==> config.mk <==
export PLATFORM = sky130hd
export DESIGN_NAME = sev_seg_capture
export DESIGN_NICKNAME = d
export VERILOG_FILES = /design/src/rtl/sev_seg_pkg.sv /design/src/rtl/sev_seg_capture_decode.sv /design/src/rtl/sev_seg_capture.sv
export SDC_FILE = /design/constraint.sdc
export NUM_CORES = 1
export LEC_CHECK = 0
export CELL_PAD_IN_SITES_DETAIL_PLACEMENT = 1
export CELL_PAD_IN_SITES_GLOBAL_PLACEMENT = 2
export CORE_ASPECT_RATIO = 0.7
export CORE_MARGIN = 5
export CORE_UTILIZATION = 32
export DETAILED_ROUTE_END_ITERATION = 8
export PLACE_DENSITY = 0.79
export SKIP_LAST_GASP = 1
export SLEW_MARGIN = 5
export SYNTH_ARGS = -nofsm -noshare
export SYNTH_HDL_FRONTEND = slang
export SYNTH_SLANG_ARGS = --single-unit
==> constraint.sdc <==
create_clock -name clk_7seg -period 5.9 [get_ports clk_7seg]
set_input_delay 1.18 -clock clk_7seg [delete_from_list [all_inputs] [get_ports clk_7seg]]
set_output_delay 1.18 -clock clk_7seg [all_outputs]
set_load 0.05 [all_outputs]
==> src/rtl/sev_seg_pkg.sv <==
// Shared seven-segment definitions: anode encodings, segment codes,
// and nibble/segment conversion used by the driver and capture monitor.
package sev_seg_pkg;

  typedef enum logic [7:0] {
    a0 = 8'b1111_1110,
    a1 = 8'b1111_1101,
    a2 = 8'b1111_1011,
    a3 = 8'b1111_0111,
    a4 = 8'b1110_1111,
    a5 = 8'b1101_1111,
    a6 = 8'b1011_1111,
    a7 = 8'b0111_1111
  } anode_t;

  typedef enum logic [1:0] {
    HUNT,
    COLLECT,
    COMPARE
  } cap_state_t;

  localparam logic [6:0] SEG_0 = 7'b0000001;
  localparam logic [6:0] SEG_1 = 7'b1001111;
  localparam logic [6:0] SEG_2 = 7'b0010010;
  localparam logic [6:0] SEG_3 = 7'b0000110;
  localparam logic [6:0] SEG_4 = 7'b1001100;
  localparam logic [6:0] SEG_5 = 7'b0100100;
  localparam logic [6:0] SEG_6 = 7'b0100000;
  localparam logic [6:0] SEG_7 = 7'b0001111;
  localparam logic [6:0] SEG_8 = 7'b0000000;
  localparam logic [6:0] SEG_9 = 7'b0000100;
  localparam logic [6:0] SEG_A = 7'b0001000;
  localparam logic [6:0] SEG_B = 7'b1100000;
  localparam logic [6:0] SEG_C = 7'b0110001;
  localparam logic [6:0] SEG_D = 7'b1000010;
  localparam logic [6:0] SEG_E = 7'b0110000;
  localparam logic [6:0] SEG_F = 7'b0111000;

  localparam logic [6:0] SEG_TAB [16] = '{
    SEG_0, SEG_1, SEG_2, SEG_3,
    SEG_4, SEG_5, SEG_6, SEG_7,
    SEG_8, SEG_9, SEG_A, SEG_B,
    SEG_C, SEG_D, SEG_E, SEG_F
  };

  // Returns {legal, nibble}; only exact table matches are legal.
  function automatic logic [4:0] seg_to_nibble(
    input logic [6:0] seg
  );
    logic [4:0] r;
    r = 5'b0_0000;
    for (int i = 0; i < 16; i++) begin
      if (seg == SEG_TAB[i]) begin
        r = {1'b1, 4'(i)};
      end
    end
    return r;
  endfunction

  function automatic logic [6:0] nibble_to_seg(
    input logic [3:0] nib
  );
    return SEG_TAB[nib];
  endfunction

endpackage

==> src/rtl/sev_seg_capture_decode.sv <==
// Combinational decode of the sampled anode and segment lines
// into a digit index and a hex nibble, each with a validity flag.
module sev_seg_decode
  import sev_seg_pkg::*;
(
  input  logic [7:0] an,
  input  logic [6:0] sev_out,
  output logic       onehot_ok,
  output logic [2:0] index,
  output logic       legal,
  output logic [3:0] nibble
);

  logic [3:0] zeros;

  always_comb begin
    zeros = 4'd0;
    index = 3'd0;
    for (int i = 0; i < 8; i++) begin
      if (!an[i]) begin
        zeros = zeros + 4'd1;
        index = 3'(i);
      end
    end
    onehot_ok = (zeros == 4'd1);
  end

  always_comb begin
    {legal, nibble} = seg_to_nibble(sev_out);
  end

endmodule

==> src/rtl/sev_seg_capture.sv <==
// Loopback monitor: reassembles the 32-bit word shown on the
// multiplexed 8-digit display and reports it once stable.
module sev_seg_capture
  import sev_seg_pkg::*;
#(
  parameter int FRAMES_STABLE = 2
) (
  input  logic        clk_7seg,
  input  logic        Rst,
  input  logic [7:0]  an,
  input  logic [6:0]  sev_out,
  output logic [31:0] value,
  output logic        value_valid,
  output logic        frame_done,
  output logic        seq_err,
  output logic        code_err
);

  localparam logic [3:0] STABLE_MAX = 4'(FRAMES_STABLE);

  cap_state_t state, state_nx;

  logic        onehot_ok;
  logic [2:0]  idx;
  logic        legal;
  logic [3:0]  nibble;

  logic [2:0]  exp_idx;
  logic [31:0] word;
  logic [31:0] full_word;
  logic [31:0] prev_word;
  logic [3:0]  stable_cnt;
  logic [3:0]  cnt_nx;

  logic        load;
  logic        last;
  logic        seq_d;
  logic        code_d;

  sev_seg_decode u_decode (
    .an        (an),
    .sev_out   (sev_out),
    .onehot_ok (onehot_ok),
    .index     (idx),
    .legal     (legal),
    .nibble    (nibble)
  );

  always_comb begin
    full_word = word;
    full_word[{idx, 2'b00} +: 4] = nibble;
  end

  always_comb begin
    cnt_nx = 4'd1;
    if (full_word == prev_word) begin
      cnt_nx = (stable_cnt >= STABLE_MAX) ?
               STABLE_MAX : stable_cnt + 4'd1;
    end
  end

  // The frame is judged on the edge that accepts digit 7, so the
  // COMPARE cycle itself is free to start the next frame.
  always_comb begin
    state_nx = state;
    load     = 1'b0;
    last     = 1'b0;
    seq_d    = 1'b0;
    code_d   = 1'b0;
    unique case (state)
      HUNT, COMPARE: begin
        state_nx = HUNT;
        if (onehot_ok && idx == 3'd0 && legal) begin
          load     = 1'b1;
          state_nx = COLLECT;
        end
      end
      COLLECT: begin
        seq_d  = !onehot_ok || (idx != exp_idx);
        code_d = !legal;
        if (seq_d || code_d) begin
          state_nx = HUNT;
        end else begin
          load = 1'b1;
          if (idx == 3'd7) begin
            last     = 1'b1;
            state_nx = COMPARE;
          end
        end
      end
      default: state_nx = HUNT;
    endcase
  end

  always_ff @(posedge clk_7seg) begin
    if (Rst) begin
      state       <= HUNT;
      exp_idx     <= 3'd0;
      word        <= 32'd0;
      prev_word   <= 32'd0;
      stable_cnt  <= 4'd0;
      value       <= 32'd0;
      value_valid <= 1'b0;
      frame_done  <= 1'b0;
      seq_err     <= 1'b0;
      code_err    <= 1'b0;
    end else begin
      state      <= state_nx;
      frame_done <= last;
      seq_err    <= seq_d;
      code_err   <= code_d;
      if (load) begin
        word    <= full_word;
        exp_idx <= idx + 3'd1;
      end
      if (last) begin
        prev_word  <= full_word;
        stable_cnt <= cnt_nx;
        if (cnt_nx == STABLE_MAX) begin
          value       <= full_word;
          value_valid <= 1'b1;
        end
      end
    end
  end

endmodule

Word level (Yosys, flattened, before mapping)
Index checks and enable logic that the tools add are counted.
W data, S select, Z words.
Word-level totals
  flip-flop bits (word level): 109
  latch bits: 0
  memory bits (writable): 0
  bits in read-only memories: 0
  input port bits: 17
  output and inout bits: 36
  logic and storage cells: 103
  memories kept: 0
Operators by class
  add/sub/neg operators: 10
  multiply operators: 0
  div/mod/pow operators: 0
  $lt $le $gt $ge: 1
  equality and inequality tests: 23
  shift-type cells: 2
  multiplexer cells: 44
  bitwise gates (word level): 1
  reductions and logical operators: 12
Operators with widths (number)
  $mux W5: 16
  $mux W4: 9
  $eq A7 B6 Y1 const B: 5
  $bwmux W32: 1
  $eq A32 B32 Y1: 1
  $shift A4 B7 Y32 const A: 1
  $shiftx A4 B7 Y32: 1
  $add A4 B1 Y4 const B: 7
  $eq A7 B7 Y1 const B: 4
  $eq A7 B3 Y1 const B: 2
  $eq A7 B4 Y1 const B: 2
  $mux W3: 4
  $mux W1: 8
  $mux W2: 4
  $eq A7 B1 Y1 const B: 1
  $eq A7 B5 Y1 const B: 1
  $logic_not A7 Y1: 1
  $neg A5 Y7: 1
  $eq A4 B1 Y1 const B: 1
  $eq A4 B2 Y1 const B: 1
  $ge A4 B2 Y1 const B: 1
  $pmux W2 S2: 1
  $reduce_or A2 Y1: 2
  $add A3 B1 Y3 const B: 1
  14 further kinds: 17

Depth between registers and ports, before layout
  depth after elaboration: 23
  gate-level depth with buffers: 27
  mapped depth without buffers: 25

Hierarchy
Synthesis repeated with hierarchy kept, for this count alone.
Unflattened totals
  cell total of the unflattened synthesis: 658
  area, all modules: 5833.1 um^2
Modules (own cells, without submodules)
  sev_seg_capture: instances 1, cells each 541, area an instance 4989.8 um^2, seq. area each 2182.1 um^2
  sev_seg_decode: instances 1, cells each 117, area an instance 843.3 um^2, seq. area each 0.0 um^2

Worst setup path after synthesis
No wires, ideal clock.
  kind: input to register
  from: in an[0]
  to: reg value[12]
  setup time: 0.123 ns
  arrival: 5.992 ns
  required time: 5.777 ns
  setup slack: -0.215 ns
  stages: 26
  buffers on the path: 2
  cells stage by stage: inv_1 ha_1 buf_2 xnor2_1 ha_1 nor2b_1 a21o_1 ha_1 nand2b_1 nand2_1 ha_1 nor2_1 a31oi_1 nor2_1 inv_1 ha_1 nor2b_1 xnor3_1 xnor2_1 a211oi_1 nor2_1 a2111oi_1 nand2_1 nor4_4 buf_6 mux2_1
On the way
  word-level cells in the longest chain between the ends: 22
Ends and longest elaborated chain
  start: declaration: line sev_seg_capture.sv:10  | input logic [7:0] an,
  $mux W1 (*): line sev_seg_capture_decode.sv:20  | if (!an[i]) begin
  $add A1 B1 Y2: line sev_seg_capture_decode.sv:21  | zeros = zeros + 4'd1;
  $mux W4 (*): line sev_seg_capture_decode.sv:20
  $add A4 B1 Y4: line sev_seg_capture_decode.sv:21
  $mux W4 (*): line sev_seg_capture_decode.sv:20
  $add A4 B1 Y4: line sev_seg_capture_decode.sv:21
  $mux W4 (*): line sev_seg_capture_decode.sv:20
  $add A4 B1 Y4: line sev_seg_capture_decode.sv:21
  [... 6 more ...]
  $mux W4 (*): line sev_seg_capture_decode.sv:20
  $eq A4 B1 Y1 (*): line sev_seg_capture_decode.sv:25  | onehot_ok = (zeros == 4'd1);
  $logic_not A1 Y1 (*): line sev_seg_capture.sv:79  | seq_d = !onehot_ok || (idx != exp_idx);
  $logic_or A1 B1 Y1 (*): line sev_seg_capture.sv:79
  $logic_or A1 B1 Y1 (*): line sev_seg_capture.sv:81  | if (seq_d || code_d) begin
  $mux W1 (*): line sev_seg_capture.sv:81
  $mux W1 (*): line sev_seg_capture.sv:70  | unique case (state)
  $reduce_and A2 Y1 (no source line) (*)
  end signal: assignment: line sev_seg_capture.sv:120  | value <= full_word;
  end: declaration: line sev_seg_capture.sv:12  | output logic [31:0] value,
Mark *: on every way between the ends. The rest lies on a longest branch, timed or not.
A chain may end at the register's enable or synchronous reset.

Worst setup path in the final report
  from: in an[0]
  to: reg value[14]
Same word-level chain as after synthesis.

==> flow_metrics.tcl <==
set metrics [dict create \
    grt_max_degree 55 \
    drt_wl_total_mm 25.9 \
    drt_iter0_drc 580 \
    hold_viol 0 \
    p_sw_mw 0.494 \
    grt_pass1_vias 6936 \
    clk_latency_ns 0.36 \
    cts-root-buf "clkbuf_16" \
    synth-seq-cells 109 \
    yosysTopAreaCell "dfxtp_1" \
    coreArea_sq_um 21500 \
    clk_pin_slew_ns 0.08 \
    synth_fp_nets 883 \
    gp_congestion 0.954 \
    critPathMaxFanout 7 \
    p_comb_frac 0.214 \
    multiInputGateArea_sq_um 4520 \
    fp.dieW_um 186 \
    ir_drop_v 0.000111 \
    regArea_sq_um 2180 \
    rows 45 \
    worstHoldPathType "flop to flop" \
    grt_pass1_wl_mm 40.2 \
    io_pins 53 \
    finalSetupTns_ns 0 \
    grt_overflow 0 \
    first_pass_iters 5 \
    dieArea_sq_um 24700 \
    hold_ws_ns 0.460 \
    timing.critical_path.mode_cell "ha_1" \
    yosys_warnings 0 \
    period_share 0.965 \
    p_int_mw 1.25 \
    die_y_um 133 \
    n_fill_cell 2557 \
    synthFlopType "dfxtp_1" \
    p_seq_frac 0.421 \
    synth_area_sq_um 6910 \
    min_period_ns 5.69 \
    maxCapViolCount 0 \
    via_per_inst 5.50 \
    vias 6936 \
    avgSynthCellArea_sq_um 8.12 \
    cts_hold_buf 0 \
    tightest_slew_ns 0.792 \
    cts_num_sinks 109 \
    drive_gt1_frac 0.169 \
    synthCells 851 \
    relSlewSlack 0.471 \
    ys_async_sr_fraction 0 \
    crit_arrival_ns 5.92 \
    synth_cell_types 83 \
    ys_top_cells_by_area "dfxtp_1, mux2i_1, nand2_1" \
    finalPower_mw 1.74 \
    finClkSkew_ns 0.0163 \
    htreeDepth 3 \
    ant_nets 0 \
    max_freq_ghz 0.176 \
    nets 1006 \
    setup_viol 0 \
    crit_path_end_kind "flop" \
    swShare 0.283 \
    synth_top_area_frac 0.316 \
    slew_violations 0 \
    area_growth_pct 29.0 \
    cts_tree "built" \
    finish.utilization 0.416 \
    yosysSeqAreaShare 0.316 \
    synth_edf_count 0 \
    p_leak_nw 3.42 \
    crit_slowest_cell "mux2_1" \
    clockBufferDepth 2 \
    hpwl_mm 19.6 \
    outcome "completed" \
    clkPwrFrac 0.365 \
    slowest_delay_ns 0.31 \
    critPathLaunchType "primary input" \
    required_ns 6.13 \
    grtUsageTotal 0.207 \
    worst-setup-path-type "primary input to flop" \
    initial_core_util 0.322 \
    portBuffers 52 \
    cellPowerDensity_nw_per_um2 196 \
    antenna_found_initial 0 \
    wl_per_cell_um 20.6 \
    cts-buffers-inserted 9 \
    drc 0 \
]
[synth_stat cells (5+ instances only)]
library cell and n:
a2111oi_0 5, a211oi_1 11, a21oi_1 32, and2_1 8, and3_1 7, buf_2 14
clkbuf_1 34, dfxtp_1 109, ha_1 15, inv_1 22, mux2_1 5, mux2_2 5
mux2i_1 74, nand2_1 110, nand2b_1 18, nand3_1 10, nand4_1 11, nor2_1 91
nor2b_1 23, nor3_1 13, nor4_1 12, o2111ai_1 9, o211ai_1 11, o21ai_0 41
o31a_1 5, o31ai_1 7, or3_1 13, xnor2_1 26, xor2_1 9
[cells in the final DEF, fill, tap and decap left out, types with 4 or more instances in the layout]
master           instances
nand2_1                110
dfxtp_1                109
buf_4                  101
nor2_1                  90
mux2i_1                 73
clkdlybuf4s50_1         48
o21ai_0                 41
a21oi_1                 32
xnor2_1                 24
nor2b_1                 22
inv_1                   20
nand2b_1                18
nor3_1                  13
or3_1                   13
ha_1                    13
nor4_1                  12
o211ai_1                11
nand4_1                 11
nand3_1                 10
xor2_1                   9
o2111ai_1                9
a211oi_1                 9
clkbuf_16                9
buf_6                    9
and2_1                   8
and3_1                   7
o31ai_1                  6
o31a_1                   5
a2111oi_0                5
and4_1                   4
or2_2                    4
mux2_2                   4
o32ai_1                  4
buf_12                   4
[worst paths after layout]
check / startpoint / to / slack (ns) / cells past startpoint
worst max-delay path: an[0] / value[14]$_SDFFE_PP0P_ / 0.21 / 29
worst min-delay path: value[16]$_SDFFE_PP0P_ / value[16]$_SDFFE_PP0P_ / 0.46 / 2
worst max register to register: prev_word[8]$_SDFFE_PP0P_ / value[14]$_SDFFE_PP0P_ / 2.42 / 14
worst min register to register: value[16]$_SDFFE_PP0P_ / value[16]$_SDFFE_PP0P_ / 0.46 / 2
[worst max-delay path: cells and delay by family]
kind,cells,cell delay [ns]
adders and majority gates,5,1.21
and+or+nand+nor,9,1.18
buffers and inverters,7,0.75
AOI/OAI and AO/OA,4,0.70
xor gates and xnor gates,3,0.59
muxes,1,0.31
[per-stage QoR]
step | instances | worst slack [ns] | area [sq um]
global route | 1260 | -0.0470 | 8910
CTS | 1256 | -0.0187 | 8810
finish | 1261 | 0.208 | 8910
floorplan | 851 | 0.00185 | 6930
detailed placement | 1230 | -0.575 | 8350
global placement | 1230 | -0.378 | 8350
[registers in the layout, summed over array words and instances (netlist names)]
name,cells
exp_idx,3
state,2
word,32
code_err,1
seq_err,1
stable_cnt,4
value_valid,1
prev_word,32
value,32
frame_done,1
[logic make-up (layout without fill, tap and decap cells)]
kind of cell / after synthesis / after routing / synth area share
other: 0 / 1 / 0
and+or+nand+nor: 345 / 345 / 0.246
muxes: 84 / 84 / 0.123
xor gates and xnor gates: 38 / 38 / 0.0545
adders and majority gates: 15 / 15 / 0.0272
DFF: 109 / 109 / 0.316
AOI/OAI and AO/OA: 182 / 182 / 0.186
buffers and inverters: 78 / 205 / 0.0476
[layout make-up]
| cell class | instances | share of cell area |
|---|---|---|
| multi-input cells | 664 | 0.507 |
| repair buffers | 166 | 0.165 |
| well taps | 282 | 0.0396 |
| flip-flops and latches | 109 | 0.245 |
| clock buffers | 11 | 0.0272 |
| inverters | 24 | 0.0104 |
| clock inverters | 4 | 0.00618 |
| diodes | 1 | 0.000281 |
[power by group through the flow]
stage / logic, mW / clock network [mW] / registers, mW
CTS: 0.349 / 0.654 / 0.735
global placement: 0.314 / 0 / 0.752
detailed placement: 0.320 / 0 / 0.752
global route: 0.403 / 0.688 / 0.735
floorplan: 0.184 / 0 / 0.752
finish: 0.373 / 0.636 / 0.735
[layer usage]
layer | vias up | GRT usage | share of wire
met1 | 3411 | 0.313 | 0.52
met2 | 179 | 0.292 | 0.40
met5 | - | 0 | 0
met4 | 0 | 0.0400 | 0.014
li1 | 3315 | - | -
met3 | 31 | 0.0585 | 0.065
[timing repair]
| item | CTS | global route |
|---|---|---|
| buffers inserted | 10 | 5 |
| pin swaps | 9 | 9 |
| gates cloned | 1 | 0 |
| gates resized for setup | 13 | 24 |
| endpoints found under the hold margin | 0 | 0 |
| setup endpoints to repair | 68 | 97 |
Note: power is estimated with default switching activity, not from simulation.
